[config.mk]
export PLATFORM = sky130hd
export DESIGN_NAME = pi1_membridge
export DESIGN_NICKNAME = d
export VERILOG_FILES = /design/src/rtl/pi1_membridge.sv
export SDC_FILE = /design/constraint.sdc
export NUM_CORES = 1
export LEC_CHECK = 0
export BUFFER_PORTS_ARGS = -buffer_cell sky130_fd_sc_hd__buf_2
export CAP_MARGIN = 20
export CORE_UTILIZATION = 43
export CTS_CLUSTER_DIAMETER = 100
export CTS_CLUSTER_SIZE = 25
export DETAILED_ROUTE_END_ITERATION = 7
export GPL_ROUTABILITY_DRIVEN = 1
export MAX_ROUTING_LAYER = met4
export PLACE_DENSITY = 0.85
export SLEW_MARGIN = 15
export SYNTH_ARGS = -nofsm -noshare
export SYNTH_HDL_FRONTEND = slang
export SYNTH_SLANG_ARGS = --single-unit
[constraint.sdc]
create_clock -name clk_i -period 2.6 [get_ports clk_i]
set_input_delay 0 -clock clk_i [delete_from_list [all_inputs] [get_ports clk_i]]
set_output_delay 0 -clock clk_i [all_outputs]
set_load 0.02 [all_outputs]
[src/rtl/pi1_membridge.sv]
// rtl/pi1_membridge.sv - PerInt slave to req/ack word-memory bridge with serialised swap
// Optional PI1_MEMBRIDGE_TIMEOUT_EN aborts a request left unacknowledged for TIMEOUT cycles.
module pi1_membridge #(
    parameter int ARCHBITSZ = 16,
    parameter int TIMEOUT   = 255,
    parameter int ADDRBITSZ = ARCHBITSZ - $clog2(ARCHBITSZ/8)
) (
    input  logic                   clk_i,
    input  logic                   rst_i,
    input  logic [1:0]             pi1_op_i,
    input  logic [ADDRBITSZ-1:0]   pi1_addr_i,
    input  logic [ARCHBITSZ-1:0]   pi1_data_i,
    output logic [ARCHBITSZ-1:0]   pi1_data_o,
    input  logic [ARCHBITSZ/8-1:0] pi1_sel_i,
    output logic                   pi1_rdy_o,
    output logic                   mem_req_o,
    output logic                   mem_we_o,
    output logic [ADDRBITSZ-1:0]   mem_addr_o,
    output logic [ARCHBITSZ-1:0]   mem_data_o,
    output logic [ARCHBITSZ/8-1:0] mem_sel_o,
    input  logic [ARCHBITSZ-1:0]   mem_data_i,
    input  logic                   mem_ack_i,
    output logic                   err_o
);

    localparam logic [1:0] PINOOP = 2'b00;
    localparam logic [1:0] PIWROP = 2'b01;
    localparam logic [1:0] PIRDOP = 2'b10;
    localparam logic [1:0] PIRWOP = 2'b11;

    typedef enum logic [2:0] {
        IDLE,
        RD,
        WR,
        RWRD,
        RWWR
    } state_t;

    state_t state;
    state_t next_state;
    logic   timeout_hit;

    if (TIMEOUT < 1) begin : g_timeout_range
        $error("TIMEOUT must be at least 1");
    end

    always_ff @(posedge clk_i) begin
        if (rst_i) begin
            state <= IDLE;
        end else begin
            state <= next_state;
        end
    end

    always_comb begin
        next_state = state;
        case (state)
            IDLE: begin
                case (pi1_op_i)
                    PIRDOP:  next_state = RD;
                    PIWROP:  next_state = WR;
                    PIRWOP:  next_state = RWRD;
                    default: next_state = IDLE;
                endcase
            end
            RD, WR, RWWR: begin
                if (mem_ack_i || timeout_hit) begin
                    next_state = IDLE;
                end
            end
            RWRD: begin
                // A timed-out read phase drops the write phase entirely.
                if (mem_ack_i) begin
                    next_state = RWWR;
                end else if (timeout_hit) begin
                    next_state = IDLE;
                end
            end
            default: next_state = IDLE;
        endcase
    end

    assign pi1_rdy_o = (state == IDLE);
    assign mem_req_o = (state != IDLE);
    assign mem_we_o  = (state == WR) || (state == RWWR);

    // Both swap phases reuse the request fields captured at accept time.
    always_ff @(posedge clk_i) begin
        if (state == IDLE && pi1_op_i != PINOOP) begin
            mem_addr_o <= pi1_addr_i;
            mem_data_o <= pi1_data_i;
            mem_sel_o  <= pi1_sel_i;
        end
    end

    always_ff @(posedge clk_i) begin
        if (rst_i) begin
            pi1_data_o <= '0;
        end else if ((state == RD || state == RWRD) && mem_ack_i) begin
            pi1_data_o <= mem_data_i;
        end else if (timeout_hit) begin
            pi1_data_o <= '1;
        end
    end

`ifdef PI1_MEMBRIDGE_TIMEOUT_EN
    localparam int            CNTW   = $clog2(TIMEOUT + 1);
    localparam logic [CNTW-1:0] TO_MAX = CNTW'(TIMEOUT);

    logic [CNTW-1:0] to_cnt;

    // Clearing on ack restarts the count for the write phase of a swap.
    always_ff @(posedge clk_i) begin
        if (rst_i || state == IDLE || mem_ack_i) begin
            to_cnt <= '0;
        end else if (to_cnt != TO_MAX) begin
            to_cnt <= to_cnt + 1'b1;
        end
    end

    assign timeout_hit = (state != IDLE) && !mem_ack_i && (to_cnt == TO_MAX);

    always_ff @(posedge clk_i) begin
        if (rst_i) begin
            err_o <= 1'b0;
        end else begin
            err_o <= timeout_hit;
        end
    end
`else
    assign timeout_hit = 1'b0;
    assign err_o       = 1'b0;
`endif

endmodule

==> impl_metrics.csv <==
group,metric,value,unit
setup_path,critPathKind,"flip-flop to flip-flop",
cells_and_area,fillers,256,
synth,synth_nets,177,
routing,drt_iter0_markers,73,
die,rows,23,
global_routing,grt_pass1_wl,6020,um
cells_and_area,syn_to_final_growth,61.4,%
die,die-area,4670,sq um
setup_path,arrival,1.49,ns
power_and_ir_drop,power_leakage,1.33,nW
cells_and_area,n_antenna_cell,0,
cts,cts_sinks,52,
run,cap_violations,0,
die,initial_core_util,0.460,
power_and_ir_drop,peakVddDrop,0.000343,V
synth,synthCells,123,
timing,finalHoldViolations,0,
synth,synth_xor_area_frac,0.00463,
die,die_x,68.3,um
die,core_area,4120,sq um
cts,clockBufferDepth,2,
global_routing,antenna_found_initial,0,
routing,routed_via_density,4.55,
cells_and_area,regArea,1370,sq um
synth,synthAdderAreaFrac,0,
synth,ys_ff_latch,52,
synth,yosysUniqueCellTypes,19,
cts,post_cts_resized,0,
routing,vias,1506,
cts,cts_tree,"yes",
routing,drc,0,
power_and_ir_drop,power_density,610,nW/um^2
synth,yosysTopAreaCell,"edfxtp_1",
cts,clk_latency,0.30,ns
cts,htree_levels,2,
routing,drtAntennaViolNets,0,
cts,clkTransAtPathRegs,0.09,ns
min_path,holdCritPathClass,"primary input to flip-flop",
synth,synth.top_cell.area_share,0.524,
timing,fin_crit,1.53,ns
cells_and_area,layout-drive-gt1-share,0.420,
timing,fin_tns_setup,0,ns
setup_path,critPathTopFamily,"buffers and inverters",
routing,first_pass_iters,4,
timing,finalSetupViolCount,0,
synth,syn_area_per_cell,15.4,sq um
placement,hpwl,2710,um
setup_path,cp_slowest_cell,"dfxtp_1",
setup_path,crit_required,2.56,ns
cts,cts-buffers-inserted,5,
cts,cts_hold_buf,49,
synth,synth_area_leaders,"edfxtp_1 52%, dfxtp_1 20%, nand2b_1 11%",
run_status,status,"finished, final reports clean",
timing,final.period_utilization,0.589,
die,die_h,68.3,um
cts,postCtsSetupRepairBufs,0,
timing,drv_slew,0,
synth,synth-simple-area-share,0.145,
timing,whs,0.0190,ns
setup_path,slowest_delay,0.38,ns
synth,synth_compound_area_frac,0.0106,
global_routing,grt_pass1_vias,1380,
cells_and_area,final_cell_mix,"105 x buf_2, 49 x dlygate4sd3_1, 34 x nand2b_1",
cells_and_area,final_common_cell,"buf_2",
synth,netlist_area,1890,sq um
cts,cts_root_buf,"clkbuf_8",
cells_and_area,finalNetCount,334,
timing,clock_skew,0.00693,ns
setup_path,critPathLaunchType,"flip-flop",
synth,yosysWarningCount,0,
global_routing,track_usage,0.190,
global_routing,grt_remaining_overflow,0,
routing,wl_per_cell,13.3,um
synth,ys_seq_area_frac,0.725,
timing,fmax,0.653,GHz
synth,muxShareOfSynthArea,0.0847,
global_routing,grt_start_max_net_pins,36,
synth,synth_top_family_by_area,"simple AND/OR/NAND/NOR gates",
routing,wl,4410,um
setup_path,worstSetupEndpointType,"flip-flop",
setup_path,crit_chain,"nor3_1 > inv_1 > nor2_2 > buf_4",
cells_and_area,multi_input_area,469,sq um
die,io_pins,107,
setup_path,crit_buf_inv,2,
setup_path,cp_max_fo,33,
placement,port-buffer-count,105,
timing,rsz0062_at_grt,"false",
placement,gp_congestion,0.725,
layer usage:
| metal | wire length (um) | track usage |
|---|---|---|
| met2 | 2120 | 0.335 |
| met4 | 97 | 0.0755 |
| met1 | 1810 | 0.197 |
| met5 | 0 | - |
| met3 | 384 | 0.0583 |
Yosys cell counts, drive strengths merged:
library cell,n
edfxtp,33
and3b,1
or3b,2
clkbuf,3
a211oi,2
buf,3
inv,1
nand4b,1
conb,1
nor2,3
mux2i,16
or4b,1
xnor2,1
dfxtp,19
nand2b,34
nor3,1
a21oi,1
cell type report:
type | instances | area share
multi-input combinational | 64 | 0.154
timing repair buffer | 156 | 0.338
tap | 50 | 0.0205
sequential | 52 | 0.449
clock buffer | 5 | 0.0225
clock inverter | 3 | 0.0152
inverter | 1 | 0.00123
through the flow:
step / util / cells / instance area (sq um) / power, mW / setup slack (ns)
global route: 0.742 / 331 / 3050 / 1.94 / 0.974
CTS: 0.742 / 331 / 3050 / 1.88 / 1.07
detailed placement: 0.595 / 274 / 2450 / 1.27 / 1.08
finish: 0.742 / 331 / 3050 / 1.86 / 1.07
floorplan: - / 123 / 1890 / 1.16 / 0.0447
global placement: 0.595 / 274 / 2450 / 1.26 / 1.13
flip-flops by register name, summed over array words and instances, names as in the netlist:
name / flops
mem_data_o: 16
pi1_data_o: 16
mem_addr_o: 15
state: 3
mem_sel_o: 2
logic make-up (layout without fill, tap and decap cells):
group                  Yosys count  count (layout)
flip-flops                      52              52
AND/OR/NAND/NOR                 43              43
multiplexers                    16              16
buffers and inverters            7             165
AO/OA/AOI/OAI                    3               3
other                            1               1
XOR/XNOR                         1               1
tightest hold or removal path, delay by kind of cell:
family | cells | cell delay [ns]
buffers and inverters | 1 | 0.12
AOI/OAI and AO/OA | 1 | 0.06
and+or+nand+nor | 1 | 0.09
final timing paths:
kind,startpoint,end,slack [ns],depth (start not counted)
hold / removal,mem_ack_i,state[2]$_SDFFE_PP0P_,0.02,3
hold reg to reg,pi1_data_o[8]$_SDFFE_PP0P_,pi1_data_o[8]$_SDFFE_PP0P_,0.48,2
setup / recovery,state[2]$_SDFFE_PP0P_,mem_sel_o[0]$_DFFE_PP_,1.07,4
setup reg to reg,state[2]$_SDFFE_PP0P_,mem_sel_o[0]$_DFFE_PP_,1.07,4
power breakdown:
part / internal (mW) / switching [mW] / leakage (nW) / total [mW]
Combinational: 0.149 / 0.180 / 0.795 / 0.330
Sequential: 0.956 / 0.0231 / 0.476 / 0.979
Clock: 0.290 / 0.263 / 0.0548 / 0.553
Total: 1.39 / 0.467 / 1.33 / 1.86
Note: power is estimated with default switching activity, not from simulation.
